===== config.mk =====
export PLATFORM = sky130hd
export DESIGN_NAME = seq_divider_flat
export DESIGN_NICKNAME = d
export VERILOG_FILES = /design/src/rtl/seq_divider_if.sv /design/src/rtl/seq_divider.sv /design/src/flat_wrapper.sv
export SDC_FILE = /design/constraint.sdc
export NUM_CORES = 1
export LEC_CHECK = 0
export CORE_MARGIN = 5
export CORE_UTILIZATION = 45
export DETAILED_ROUTE_END_ITERATION = 16
export GPL_TIMING_DRIVEN = 1
export PLACE_DENSITY_LB_ADDON = 0.15
export SYNTH_ARGS = -nofsm -noshare
export SYNTH_HDL_FRONTEND = slang
export SYNTH_SLANG_ARGS = --single-unit

===== constraint.sdc =====
create_clock -name clk -period 3.2 [get_ports clk]
set_input_delay 0.48 -clock clk [delete_from_list [all_inputs] [get_ports clk]]
set_output_delay 0.48 -clock clk [all_outputs]
set_load 0.02 [all_outputs]

===== src/rtl/seq_divider_if.sv =====
// Request/response bundle for seq_divider: operand handshake in, result handshake out.
interface seq_divider_if #(
  parameter int WIDTH = 8
);
  logic             in_valid;
  logic             in_ready;
  logic [WIDTH-1:0] dividend;
  logic [WIDTH-1:0] divisor;
  logic             out_valid;
  logic             out_ready;
  logic [WIDTH-1:0] quotient;
  logic [WIDTH-1:0] remainder;
  logic             div_by_zero;

  modport master (
    output in_valid, dividend, divisor, out_ready,
    input  in_ready, out_valid, quotient, remainder, div_by_zero
  );

  modport slave (
    input  in_valid, dividend, divisor, out_ready,
    output in_ready, out_valid, quotient, remainder, div_by_zero
  );
endinterface


===== src/rtl/seq_divider.sv =====
// Iterative non-restoring radix-2 unsigned divider: one quotient bit per cycle plus a
// remainder-correction cycle. Optional macro SEQ_DIVIDER_ZERO_SKIP_EN short-cuts divide-by-zero.
module seq_divider #(
  parameter int WIDTH = 8
) (
  input  logic          clk,
  input  logic          rst_n,
  seq_divider_if.slave  bus
);
  localparam int CW = $clog2(WIDTH);
  localparam logic [CW-1:0] CNT_INIT = CW'(WIDTH - 1);

  typedef enum logic [1:0] {
    IDLE = 2'd0,
    BUSY = 2'd1,
    FIX  = 2'd2,
    DONE = 2'd3
  } state_t;

  state_t           state_r;
  logic [WIDTH:0]   p_r;
  logic [WIDTH-1:0] q_r;
  logic [WIDTH-1:0] d_r;
  logic [CW-1:0]    cnt_r;
  logic             dbz_r;

  logic             in_ready_r;
  logic             out_valid_r;
  logic [WIDTH-1:0] quotient_r;
  logic [WIDTH-1:0] remainder_r;
  logic             div_by_zero_r;

  logic [WIDTH:0]   d_ext_s;
  logic [WIDTH:0]   p_shift_s;
  logic [WIDTH:0]   p_step_s;
  logic [WIDTH:0]   p_fix_s;
  logic [WIDTH-1:0] q_step_s;
  logic             accept_s;
  logic             zero_div_s;

  assign d_ext_s    = {1'b0, d_r};
  assign accept_s   = bus.in_valid & in_ready_r & (state_r == IDLE);
  assign zero_div_s = (bus.divisor == {WIDTH{1'b0}});

  // One non-restoring step plus the final remainder correction; the sign of P picks add or subtract.
  always_comb begin
    p_shift_s = {p_r[WIDTH-1:0], q_r[WIDTH-1]};
    p_step_s  = {(WIDTH+1){1'b0}};
    p_fix_s   = p_r;
    if (p_r[WIDTH]) begin
      p_step_s = p_shift_s + d_ext_s;
    end else begin
      p_step_s = p_shift_s - d_ext_s;
    end
    q_step_s = {q_r[WIDTH-2:0], ~p_step_s[WIDTH]};
    if (p_r[WIDTH]) begin
      p_fix_s = p_r + d_ext_s;
    end else begin
      p_fix_s = p_r;
    end
  end

  // Control FSM with registered handshake and result outputs.
  always_ff @(posedge clk or negedge rst_n) begin
    if (!rst_n) begin
      state_r       <= IDLE;
      p_r           <= {(WIDTH+1){1'b0}};
      q_r           <= {WIDTH{1'b0}};
      d_r           <= {WIDTH{1'b0}};
      cnt_r         <= {CW{1'b0}};
      dbz_r         <= 1'b0;
      in_ready_r    <= 1'b1;
      out_valid_r   <= 1'b0;
      quotient_r    <= {WIDTH{1'b0}};
      remainder_r   <= {WIDTH{1'b0}};
      div_by_zero_r <= 1'b0;
    end else begin
      case (state_r)
        IDLE: begin
          if (accept_s) begin
            q_r        <= bus.dividend;
            d_r        <= bus.divisor;
            p_r        <= {(WIDTH+1){1'b0}};
            cnt_r      <= CNT_INIT;
            dbz_r      <= zero_div_s;
            in_ready_r <= 1'b0;
`ifdef SEQ_DIVIDER_ZERO_SKIP_EN
            if (zero_div_s) begin
              // out_valid follows one cycle later from DONE
              state_r       <= DONE;
              quotient_r    <= {WIDTH{1'b1}};
              remainder_r   <= bus.dividend;
              div_by_zero_r <= 1'b1;
            end else begin
              state_r <= BUSY;
            end
`else
            state_r <= BUSY;
`endif
          end
        end
        BUSY: begin
          p_r <= p_step_s;
          q_r <= q_step_s;
          if (cnt_r == {CW{1'b0}}) begin
            state_r <= FIX;
          end else begin
            cnt_r <= cnt_r - CW'(1);
          end
        end
        FIX: begin
          p_r           <= p_fix_s;
          quotient_r    <= q_r;
          remainder_r   <= p_fix_s[WIDTH-1:0];
          div_by_zero_r <= dbz_r;
          out_valid_r   <= 1'b1;
          state_r       <= DONE;
        end
        DONE: begin
          if (out_valid_r && bus.out_ready) begin
            out_valid_r <= 1'b0;
            in_ready_r  <= 1'b1;
            state_r     <= IDLE;
          end else begin
            out_valid_r <= 1'b1;
          end
        end
        default: begin
          state_r     <= IDLE;
          in_ready_r  <= 1'b1;
          out_valid_r <= 1'b0;
        end
      endcase
    end
  end

  assign bus.in_ready    = in_ready_r;
  assign bus.out_valid   = out_valid_r;
  assign bus.quotient    = quotient_r;
  assign bus.remainder   = remainder_r;
  assign bus.div_by_zero = div_by_zero_r;
endmodule


===== src/flat_wrapper.sv =====
// flat-port wrapper written by rule: the top's interface ports become plain ports
module seq_divider_flat 
#(
  parameter int WIDTH = 8
)
  (clk, rst_n, bus_in_valid, bus_dividend, bus_divisor, bus_out_ready, bus_in_ready, bus_out_valid, bus_quotient, bus_remainder, bus_div_by_zero);
  seq_divider_if #(.WIDTH(WIDTH)) bus_i ();
  input  logic clk;
  input  logic rst_n;
  input wire logic [$bits(bus_i.in_valid)-1:0] bus_in_valid;
  input wire logic [$bits(bus_i.dividend)-1:0] bus_dividend;
  input wire logic [$bits(bus_i.divisor)-1:0] bus_divisor;
  input wire logic [$bits(bus_i.out_ready)-1:0] bus_out_ready;
  output wire logic [$bits(bus_i.in_ready)-1:0] bus_in_ready;
  output wire logic [$bits(bus_i.out_valid)-1:0] bus_out_valid;
  output wire logic [$bits(bus_i.quotient)-1:0] bus_quotient;
  output wire logic [$bits(bus_i.remainder)-1:0] bus_remainder;
  output wire logic [$bits(bus_i.div_by_zero)-1:0] bus_div_by_zero;
  assign bus_i.in_valid = bus_in_valid;
  assign bus_i.dividend = bus_dividend;
  assign bus_i.divisor = bus_divisor;
  assign bus_i.out_ready = bus_out_ready;
  assign bus_in_ready = bus_i.in_ready;
  assign bus_out_valid = bus_i.out_valid;
  assign bus_quotient = bus_i.quotient;
  assign bus_remainder = bus_i.remainder;
  assign bus_div_by_zero = bus_i.div_by_zero;
  seq_divider #(.WIDTH(WIDTH)) u_core (.clk(clk), .rst_n(rst_n), .bus(bus_i));
endmodule

* Yosys cells after proc, flatten, opt, wreduce, memory -nomap -nowiden
Index checks and enable logic that the tools add are counted.
** Operators by class
- Eq/ne operators :: 7
- Bitwise operators :: 3
- Add/subtract/negate cells :: 4
- Muxes and demuxes :: 18
- Reductions and logical operators :: 14
** Operators with widths (count)
- 2-to-1 mux 9 bit :: 3
- one-hot mux 9 bit (3 select lines) :: 1
- adder 9 x 8 -> 9 bit :: 2
- one-hot mux 8 bit (2 select lines) :: 1
- AND reduction 3 bit :: 3
- subtractor 9 x 8 -> 9 bit :: 1
- logical NOT 8 bit :: 1
- 2-to-1 mux 8 bit :: 1
- one-hot mux 2 bit (4 select lines) :: 1
- 2-to-1 mux 2 bit :: 3
- 2-to-1 mux 3 bit :: 2
- != test 2 x 1 -> 1 bit, second input constant :: 3
- one-hot mux 3 bit (2 select lines) :: 1
- AND reduction 2 bit :: 3
- nonzero test 2 bit :: 3
- equality test 2 bit, second input constant :: 2
- one-hot mux 1 bit (2 select lines) :: 2
- logical NOT 3 bit :: 1
- 2-to-1 mux 1 bit :: 3
- nonzero test 3 bit :: 1
- subtractor 3 x 1 -> 3 bit, second input constant :: 1
- bitwise AND 1 bit :: 2
- equality test 2 x 1 -> 1 bit, second input constant :: 1
- logical NOT 2 bit :: 1
- other kinds (3) :: 3
** Word-level totals
- Bits of input ports :: 20
- Register bits :: 50
- Logic and storage cells :: 57

* Longest topological paths before layout
Gate-level depths: netlist of the first run.
- Word-level depth :: 4
- Depth in mapped cells :: 11
- Mapped depth without buffers :: 10

* Least setup slack after synthesis of the first run
No wires, ideal clock.
- Kind :: reg-to-reg
- Start :: register u_core.p_r[8]
- End :: register u_core.p_r[7]
- Setup time :: 0.138 ns
- Data required time :: 3.062 ns
- Cell stages (with the launch flop) :: 12
- Slack :: 0.763 ns
- Arrival time :: 2.299 ns
- Path through :: dfrtp_1 > clkbuf_1 > buf_2 > buf_2 > a21oi_1 > xor2_1 > ha_1 > a21o_1 > a21o_1 > a211oi_1 > xor2_1 > o221ai_1
** On the way
- Cells in the longest elaborated chain, start to end :: 2
- Elaborated cells on any way between the ends :: 3
- Those cells by class :: 3 x mux
** Ends and longest elaborated chain
- from (decl) :: RTL line seq_divider.sv:21 : logic [WIDTH:0] p_r;
- from (signal assigned) :: RTL line seq_divider.sv:67 : p_r <= {(WIDTH+1){1'b0}};
- from (signal assigned) :: RTL line seq_divider.sv:83 : p_r <= {(WIDTH+1){1'b0}};
- from (signal assigned) :: RTL line seq_divider.sv:103 : p_r <= p_step_s;
- 2-to-1 mux 9 bit, on equally long branches :: RTL line seq_divider.sv:56, seq_divider.sv:50
- one-hot mux 9 bit (3 select lines) * :: RTL line seq_divider.sv:78 : case (state_r)
Every way passes the cells marked *; elsewhere a longest branch is shown, timed or not.
A chain may end at the register's enable or synchronous reset.

* Worst setup path in the final report of the first run
- Start :: register u_core.d_r[3]
- End :: register u_core.q_r[0]
** On the way
- Cells in the longest elaborated chain, start to end :: 4
- Elaborated cells on any way between the ends :: 5
- Those cells by class :: 2 x add/sub; 2 x mux; 1 x bitwise
** Ends and longest elaborated chain
- from (decl) :: RTL line seq_divider.sv:23 : logic [WIDTH-1:0] d_r;
- from (signal assigned) :: RTL line seq_divider.sv:69 : d_r <= {WIDTH{1'b0}};
- from (signal assigned) :: RTL line seq_divider.sv:82 : d_r <= bus.divisor;
- subtractor 9 x 8 -> 9 bit / adder 9 x 8 -> 9 bit (equally long branches) :: RTL line seq_divider.sv:53, seq_divider.sv:51
- 2-to-1 mux 9 bit * :: RTL line seq_divider.sv:50 : if (p_r[WIDTH]) begin
- NOT 1 bit * :: RTL line seq_divider.sv:55 : q_step_s = {q_r[WIDTH-2:0], ~p_step_s[WIDTH]};
- one-hot mux 8 bit (2 select lines) * :: RTL line seq_divider.sv:78
- to (signal assigned) :: RTL line seq_divider.sv:68 : q_r <= {WIDTH{1'b0}};
- to (signal assigned) :: RTL line seq_divider.sv:81 : q_r <= bus.dividend;
- to (signal assigned) :: RTL line seq_divider.sv:104 : q_r <= q_step_s;
- to (decl) :: RTL line seq_divider.sv:22 : logic [WIDTH-1:0] q_r;
Marks and branches as above.

==> results summary, run 1 <==
By count the netlist is led by sky130_fd_sc_hd__dfrtp_1, sky130_fd_sc_hd__a21oi_1, sky130_fd_sc_hd__nor2_1, sky130_fd_sc_hd__ha_1, sky130_fd_sc_hd__mux2_2. The origin of the critical flop-to-flop path is u_core.d_r[3]$_DFFE_PN0P_. The count of H-tree levels built during CTS is 2. Of the total power, the share spent switching nets is 0.450. The height of the die came out at 92.9 µm. The total number of clock tree sinks came out at 50. The average via count per standard cell is about 5.7. The synthesized netlist net count came out at roughly 350. Among all cell types in the netlist, the one instantiated most often is sky130_fd_sc_hd__dfrtp_1. The max-cap check violation count is 0. The die footprint is between 8000 and 9000 µm². The leakage power total came out at between 0.0015 and 0.002 µW. In this design, the stage delay of the slowest critical-path cell is ~0.48 ns. The maximum number of pins on one net before global-route repair came out at 32. The area of the core came out at 6760 µm². The number of enable-type register cells in the synthesized netlist is 0. sky130_fd_sc_hd__dfrtp_1 takes more of the synthesized area than any other cell. The final weighted congestion in routability-driven placement is around 0.93. The fraction of final layout cells sized beyond drive strength 1 came out at 0.133.

The kind of path behind the tightest hold check is input pin to async pin. The quantity of I/O buffers inserted on ports is 38. The flow ran to the end, and the final reports show no timing, DRC or antenna violations. The switching power of the nets came out at 1850 µW. The top-area cell type share of the netlist area came out at 0.396. The number of top-level pins is 39.

The period utilization came out at 0.823. The critical path data arrival time is approximately 2.8 ns. The remaining global-route overflow came out at 0. The largest fanout on the critical path is 6. The internal power summed over all cells came out at 2260 µW. The count of cells resized by post-cts repair came out at 0.

The cell area that synthesis handed to floorplanning was 3090 µm². The number of different library cells in the post-synthesis netlist is 50. Data on the critical path is required at its endpoint by 3.40 ns. 0 antenna diodes ended up in the layout. The routed layout has between 2000 and 2500 vias. Summed over all failing endpoints, the final setup total negative slack is 0 ns. The power per cell area came out at 1130 nW/µm². The finished layout cell area is 3650 µm².

The total routing usage reported by global routing is 0.171. The total power draw is 4110 µW. Counting I/O delays and the setup requirement, the final critical path takes around 2.6 ns. The critical path starts at u_core.d_r[3]$_DFFE_PN0P_. The number of buffers inserted during clock tree synthesis came out at 5. The horizontal extent of the die is approximately 93 µm. The worst setup path is launched from a flip-flop.

The cell that appears most often on the critical path is sky130_fd_sc_hd__xnor2_1. The number of nets in the layout is a little under 400. Synthesis produced about 310 cells. The number of nets still failing antenna checks after routing came out at 0. Setup violations remaining at the end of the flow were counted as 0. By area the synthesized netlist is led by sky130_fd_sc_hd__dfrtp_1, sky130_fd_sc_hd__ha_1, sky130_fd_sc_hd__mux2_2, sky130_fd_sc_hd__a21oi_1, sky130_fd_sc_hd__mux2i_1. The logic gate share of total power came out at 0.617. The number of DRC markers after the initial detailed-route iteration is 122. The number of pins with negative max-slew slack in the final report is 0. The pin slew with the least headroom to its limit is 0.779 ns. The count of state elements after synthesis came out at 50. After synthesis, the share of flip-flops with an asynchronous set or reset is 1.00. The placement row count is 30. The number of design rule violations left after detail routing is 0.

The worst setup path is captured at a flip-flop. A synthesized cell averages 10.1 µm². The clock-pin slew on the worst setup and hold paths is 0.10 ns.

The first global-routing pass estimated 11700 µm of wire. TritonCTS built the clock tree. The sequential-to-total area share from yosys stat came out at 0.405. The area added between synthesis and finish is 18.0%.

The clock tree skew after final layout came out at between 0.007 and 0.008 ns. Setup repair after global routing left no endpoint under its margin. The Yosys step of the flow raised 0 warnings.

The number of setup buffers added after CTS is 0. The tree is rooted in a sky130_fd_sc_hd__clkbuf_8. The number of hold buffers added after CTS came out at 0. The later pin in the worst-skew pair is clocked with a latency of 0.31 ns. In the synthesized netlist the dominant register cell turns out to be sky130_fd_sc_hd__dfrtp_1. Headroom to the max-slew limit came out at 0.481.

The routed wire length came out at 6970 µm. The slowest stage of the critical path belongs to the cell sky130_fd_sc_hd__dfrtp_1. The critical path goes through nor3_2 -> and3_1 -> nor2_1 -> xnor2_1 -> ha_1 -> a2111o_1 -> o22ai_1 -> xnor2_1 -> a31o_2. After filler insertion, the fill cell instance count of the layout stands at between 600 and 700. The share of total power dissipated in sequential elements is 0.285. The largest buffer count on any clock path came out at 2. After detailed placement, the total cell area comes to ~3600 µm². The maximum VDD drop came out at between 600 and 700 µV. Derived from the worst setup path, the maximum achievable clock frequency is roughly 380 MHz. The via count of the first global-routing pass came out at approximately 2300.

The average wire per standard cell is around 16 µm. The hold violation count in the final report came out at 0. The number of antenna violations at the first check in global routing came out at 0. The worst reg-to-reg setup slack came out at approximately 0.57 ns. For this configuration, the core starts out at a cell density of 0.458. The HPWL after detailed placement is roughly 5300 µm.

The number of iterations in the first detailed-routing pass came out at 5. The category of the most critical setup path is flip-flop to flip-flop. The portion of total power attributed to the clock network came out at 0.098.
-- flip-flops by register name, indices dropped and copies added, names as in the netlist --
signal / count
u_core.bus.quotient: 8
u_core.q_r: 8
u_core.d_r: 8
u_core.bus.div_by_zero: 1
u_core.bus.out_valid: 1
u_core.dbz_r: 1
u_core.bus.in_ready: 1
u_core.bus.remainder: 8
u_core.state_r: 2
u_core.cnt_r: 3
u_core.p_r: 9
-- per-layer routing --
layer  track usage  vias up  part of all wire
met4        0.0501        0             0.013
met1         0.243     1160              0.49
met5             0        -                 0
li1              -     1180                 -
met2         0.260       68              0.45
met3        0.0366        6             0.051
-- stage by stage --
step	setup WS, ns	hold slack (ns)	util	std cells
3_3_place_gp	0.647	0.457	0.526	419
5_1_grt	0.439	0.152	0.540	427
6_report	0.568	0.112	0.540	427
4_1_cts	0.596	0.123	0.540	427
2_1_floorplan	0.763	0.184	-	307
3_5_place_dp	0.621	0.462	0.526	419
-- kinds of logic after synthesis --
family	share of synthesized area
mux	0.109
compound gates	0.185
simple gates	0.101
xor+xnor	0.0509
flops	0.405
buf+inv	0.0400
fa+ha+maj	0.110
-- layout make-up --
class | count | area, µm² | area share
Clock buffer | 6 | 82.6 | 0.0226
Clock inverter | 2 | 16.3 | 0.00446
Inverter | 16 | 60.1 | 0.0165
Multi-Input combinational cell | 229 | 1720 | 0.471
Sequential cell | 50 | 1250 | 0.343
Tap cell | 80 | 100 | 0.0274
Timing Repair Buffer | 44 | 420 | 0.115
-- cells in the final DEF (no fill, tap or decap), types with 7 or more instances in the layout --
cell / n
sky130_fd_sc_hd__ha_1: 24
sky130_fd_sc_hd__nor3_1: 7
sky130_fd_sc_hd__mux2i_1: 10
sky130_fd_sc_hd__dfrtp_1: 49
sky130_fd_sc_hd__nand3_1: 7
sky130_fd_sc_hd__mux2_2: 21
sky130_fd_sc_hd__o21ai_0: 17
sky130_fd_sc_hd__inv_1: 16
sky130_fd_sc_hd__xnor2_1: 8
sky130_fd_sc_hd__nor2_1: 26
sky130_fd_sc_hd__a21oi_1: 27
sky130_fd_sc_hd__clkdlybuf4s50_1: 37
sky130_fd_sc_hd__nand2_1: 15
sky130_fd_sc_hd__xor2_1: 10
-- critical path, delay by kind of cell (launching register included) --
kind / cells / cell delay (ns)
compound gates: 3 / 0.85
xor+xnor: 2 / 0.24
fa+ha+maj: 1 / 0.37
flops: 1 / 0.48
simple gates: 3 / 0.60
-- worst paths after layout --
check / cells past startpoint / endpoint
min in group clk: 1 / u_core.cnt_r[0]$_DFFE_PN0P_
max: 9 / u_core.q_r[0]$_DFFE_PN0P_
max in group asynchronous: 2 / u_core.bus.in_ready$_DFFE_PN1P_
min: 1 / u_core.bus.remainder[1]$_DFFE_PN0P_
max reg2reg: 9 / u_core.q_r[0]$_DFFE_PN0P_
min reg2reg: 1 / u_core.cnt_r[0]$_DFFE_PN0P_
-- power by group through the flow --
| stage | registers [µW] | logic (µW) | clock network, µW |
|---|---|---|---|
| after CTS | 1170 | 2540 | 417 |
| after global placement | 1170 | 2490 | 0 |
| after detailed placement | 1180 | 2530 | 0 |
| final | 1170 | 2540 | 404 |
| after global routing | 1210 | 2830 | 440 |
| after floorplan | 1240 | 1760 | 0 |
(Power assumes the default switching activity.)
==> inputs of run 2 (changes only) <==
clock period = 2.31 ns   (was 3.2 ns; I/O delays follow)
==> run 2 against run 1 <==
  * The run now ends with setup timing left
  * Largest power group unchanged
  * Clock skew decreased by 0.0035 ns
  * Combinational power increased by 65%
  * Clock power is 37% higher
  * Utilization rose by 3.9 points
  * Design area is 7.2% higher
  * Global-route usage is 0.077 points lower
==> results summary, run 2 (synthesis gave the netlist of run 1 again) <==
The critical path required time came out at approximately 2.5 ns. The dominant cell type by count on the critical path is sky130_fd_sc_hd__xnor2_2. The kind of path behind the tightest hold check is input pin to async pin.

Entering global routing, the biggest net connects 47 pins. The routing usage on met3 is 0.0252. The finished layout cell area is 3910 µm². The maximum VDD drop came out at 796 µV. The register with the most flip-flops in the layout has 9 of them. The horizontal extent of the die is between 90 and 100 µm. The final reports fail on setup timing. The number of antenna violations at the first check in global routing came out at 0. The met1 track demand over resource in global routing came out at 0.244.

The library cells used most frequently in the layout, excluding fill and tap cells, are sky130_fd_sc_hd__dfrtp_1, sky130_fd_sc_hd__clkdlybuf4s50_1, sky130_fd_sc_hd__nor2_1, sky130_fd_sc_hd__a21oi_1, sky130_fd_sc_hd__buf_4. The die footprint is between 8000 and 9000 µm². In the final layout, the share of cells above drive strength 1 is 0.221.

The period utilization came out at 1.02. The clock-pin slew on the worst setup and hold paths is about 0.1 ns. The total routing usage reported by global routing came out at 0.170. The first global-routing pass estimated around 12000 µm of wire. The number of pins with negative max-slew slack in the final report came out at 0. The quantity of I/O buffers inserted on ports is 38. For this run, the post-layout net count is 411. For this run, the slowest stage of the critical path takes 0.43 ns. The count of inserted antenna diode cells came out at 0. Routability-driven placement finished with a final weighted congestion of between 0.8 and 0.9. The tree is rooted in a sky130_fd_sc_hd__clkbuf_8. The initial utilization of the core area, before any placement, comes to 0.458. Traced cell by cell, the critical path runs through nor3_2 -> and3_4 -> nor2_4 -> xnor2_2 -> ha_1 -> a2111o_1 -> o22ai_2 -> xnor2_2 -> a31o_2.

The count of placed standard cells in the final layout, fillers left out is 446. The met2 routing resource usage after global routing is 0.265. The max-cap check violation count is 0. Setup repair after global routing could not meet its margin everywhere. In the post-route analysis, the smallest setup slack over all paths is -0.0480 ns. The number of iterations in the first detailed-routing pass came out at 4. The flow ran to the end, but the final reports show violations. The number of filler cells placed in the layout came out at roughly 630. The cell with the biggest individual delay on the critical path is sky130_fd_sc_hd__a2111o_1.

The total number of clock tree sinks came out at 50. The cell count after placement is around 430. The number of nets still failing antenna checks after routing is 0. The worst register-to-register path begins at u_core.d_r[3]$_DFFE_PN0P_.

The category of the worst setup path capture point is a flip-flop. The critical path depth came out at 9. The count of H-tree levels built during CTS is 2. The worst reg2reg path depth is 9. The number of buffers inserted during clock tree synthesis is 5.

For the pin with the worst max-slew slack, the measured transition is about 0.6 ns. The routed design could run at a clock period as short as roughly 2.4 ns. The number of design rule violations left after detail routing is 0. The largest fanout on the critical path is 2. The cell family contributing the most delay on the critical path is compound AO/OA/AOI/OAI gates. The worst-skew pair later-pin latency came out at around 0.3 ns. The setup path with the least slack is of type flip-flop to flip-flop.

The timing-limited maximum frequency is about 420 MHz. Counting flops per register, the top entry is u_core.p_r. The placement row count is 30. The average via count per standard cell is around 5.6. In this run the count of I/O pins placed on the die edge is 39. The largest buffer count on any clock path came out at 2. The critical path contains buffers and inverters numbering 0 combined. The via count of the first global-routing pass came to roughly 2400. The most frequent standard cell in the layout excluding fill and tap cells is sky130_fd_sc_hd__dfrtp_1. The area added between synthesis and finish came out at 26.4%. The pre-CTS setup slack is -0.0402 ns.

The first routing iteration left 95 violations. The routed layout has between 2000 and 2500 vias. The hold violation count in the final report is 0.

The height of the die came out at 92.9 µm. In this run the static leakage power is between 0.0015 and 0.002 µW. The clock tree skew after final layout came out at between 0.004 and 0.005 ns. For flop-to-flop paths, the worst setup slack is -0.05 ns.

The design draws between 6000 and 7000 µW. The total half-perimeter wirelength after legalization and detailed placement came out at about 5300 µm. The floorplan step defined a core boundary enclosing between 6000 and 7000 µm².

The critical path data arrival time came out at about 2.6 ns. The routed wire length came out at ~7000 µm. Summing all placed instances gives a cell area of approximately 3700 µm².

The type of element launching the critical path is a flip-flop. The worst pin sits at a relative slew slack of 0.599. TritonCTS built the clock tree. The power per cell area is 1610 nW/µm². In the final routed layout, each cell accounts on average for 15.8 µm. After global routing, the most crowded layer is met2.

The remaining global-route overflow came out at 0. The final-report setup violation count is 1. In this run the critical register-to-register path is captured at u_core.q_r[0]$_DFFE_PN0P_.
[run 2: routing by layer]
layer	part of all wire	up-vias
met2	0.48	49
met4	0.0075	0
met1	0.47	1219
met3	0.041	5
met5	0	-
li1	-	1226
[run 2: worst reg2reg max path: stages (launching register included)]
cell	delay, ns
sky130_fd_sc_hd__dfrtp_1	0.40
sky130_fd_sc_hd__nor3_2	0.23
sky130_fd_sc_hd__and3_4	0.25
sky130_fd_sc_hd__nor2_4	0.04
sky130_fd_sc_hd__xnor2_2	0.13
sky130_fd_sc_hd__ha_1	0.32
sky130_fd_sc_hd__a2111o_1	0.43
sky130_fd_sc_hd__o22ai_2	0.15
sky130_fd_sc_hd__xnor2_2	0.11
sky130_fd_sc_hd__a31o_2	0.20
[run 2: how the worst max path moves through the flow]
stage / endpoint / start
3_5_place_dp: u_core.p_r[7]$_DFFE_PN0P_ / u_core.d_r[1]$_DFFE_PN0P_
4_1_cts: u_core.q_r[0]$_DFFE_PN0P_ / u_core.d_r[2]$_DFFE_PN0P_
2_1_floorplan: u_core.p_r[7]$_DFFE_PN0P_ / u_core.p_r[8]$_DFFE_PN0P_
5_1_grt: u_core.q_r[0]$_DFFE_PN0P_ / u_core.d_r[3]$_DFFE_PN0P_
6_report: u_core.q_r[0]$_DFFE_PN0P_ / u_core.d_r[3]$_DFFE_PN0P_
3_3_place_gp: u_core.p_r[7]$_DFFE_PN0P_ / u_core.d_r[0]$_DFFE_PN0P_
[run 2: power by group]
part	switching, µW	total, µW	internal [µW]	leakage, µW
clock	308	555	247	0.0000478
sequential	283	1550	1270	0.000594
combinational	2170	4190	2020	0.00108
total	2760	6300	3530	0.00172
[run 2: area by class of cell]
type | instances | area, µm² | share of cell area
Clock buffer | 6 | 82.6 | 0.0211
Clock inverter | 2 | 16.3 | 0.00416
Inverter | 16 | 60.1 | 0.0154
Multi-Input combinational cell | 229 | 1830 | 0.468
Sequential cell | 50 | 1250 | 0.320
Tap cell | 80 | 100 | 0.0256
Timing Repair Buffer | 63 | 569 | 0.146
[run 2: repair_timing]
action	4_1_cts	5_1_grt
endpoints found under the hold margin	4	0
setup buffers	1	3
pin swaps	1	16
cloned	0	0
endpoints found under the setup margin	2	4
hold buffers	1	0
gates resized for setup	2	21
[run 2: metrics by stage]
| step | TNS (ns) | utilization | hold slack, ns |
|---|---|---|---|
| 2_1_floorplan | 0 | - | 0.0509 |
| 4_1_cts | 0 | 0.561 | 0.358 |
| 6_report | -0.0480 | 0.579 | 0.365 |
| 3_5_place_dp | -0.0452 | 0.542 | 0.159 |
| 3_3_place_gp | 0 | 0.542 | 0.159 |
| 5_1_grt | -0.365 | 0.579 | 0.399 |
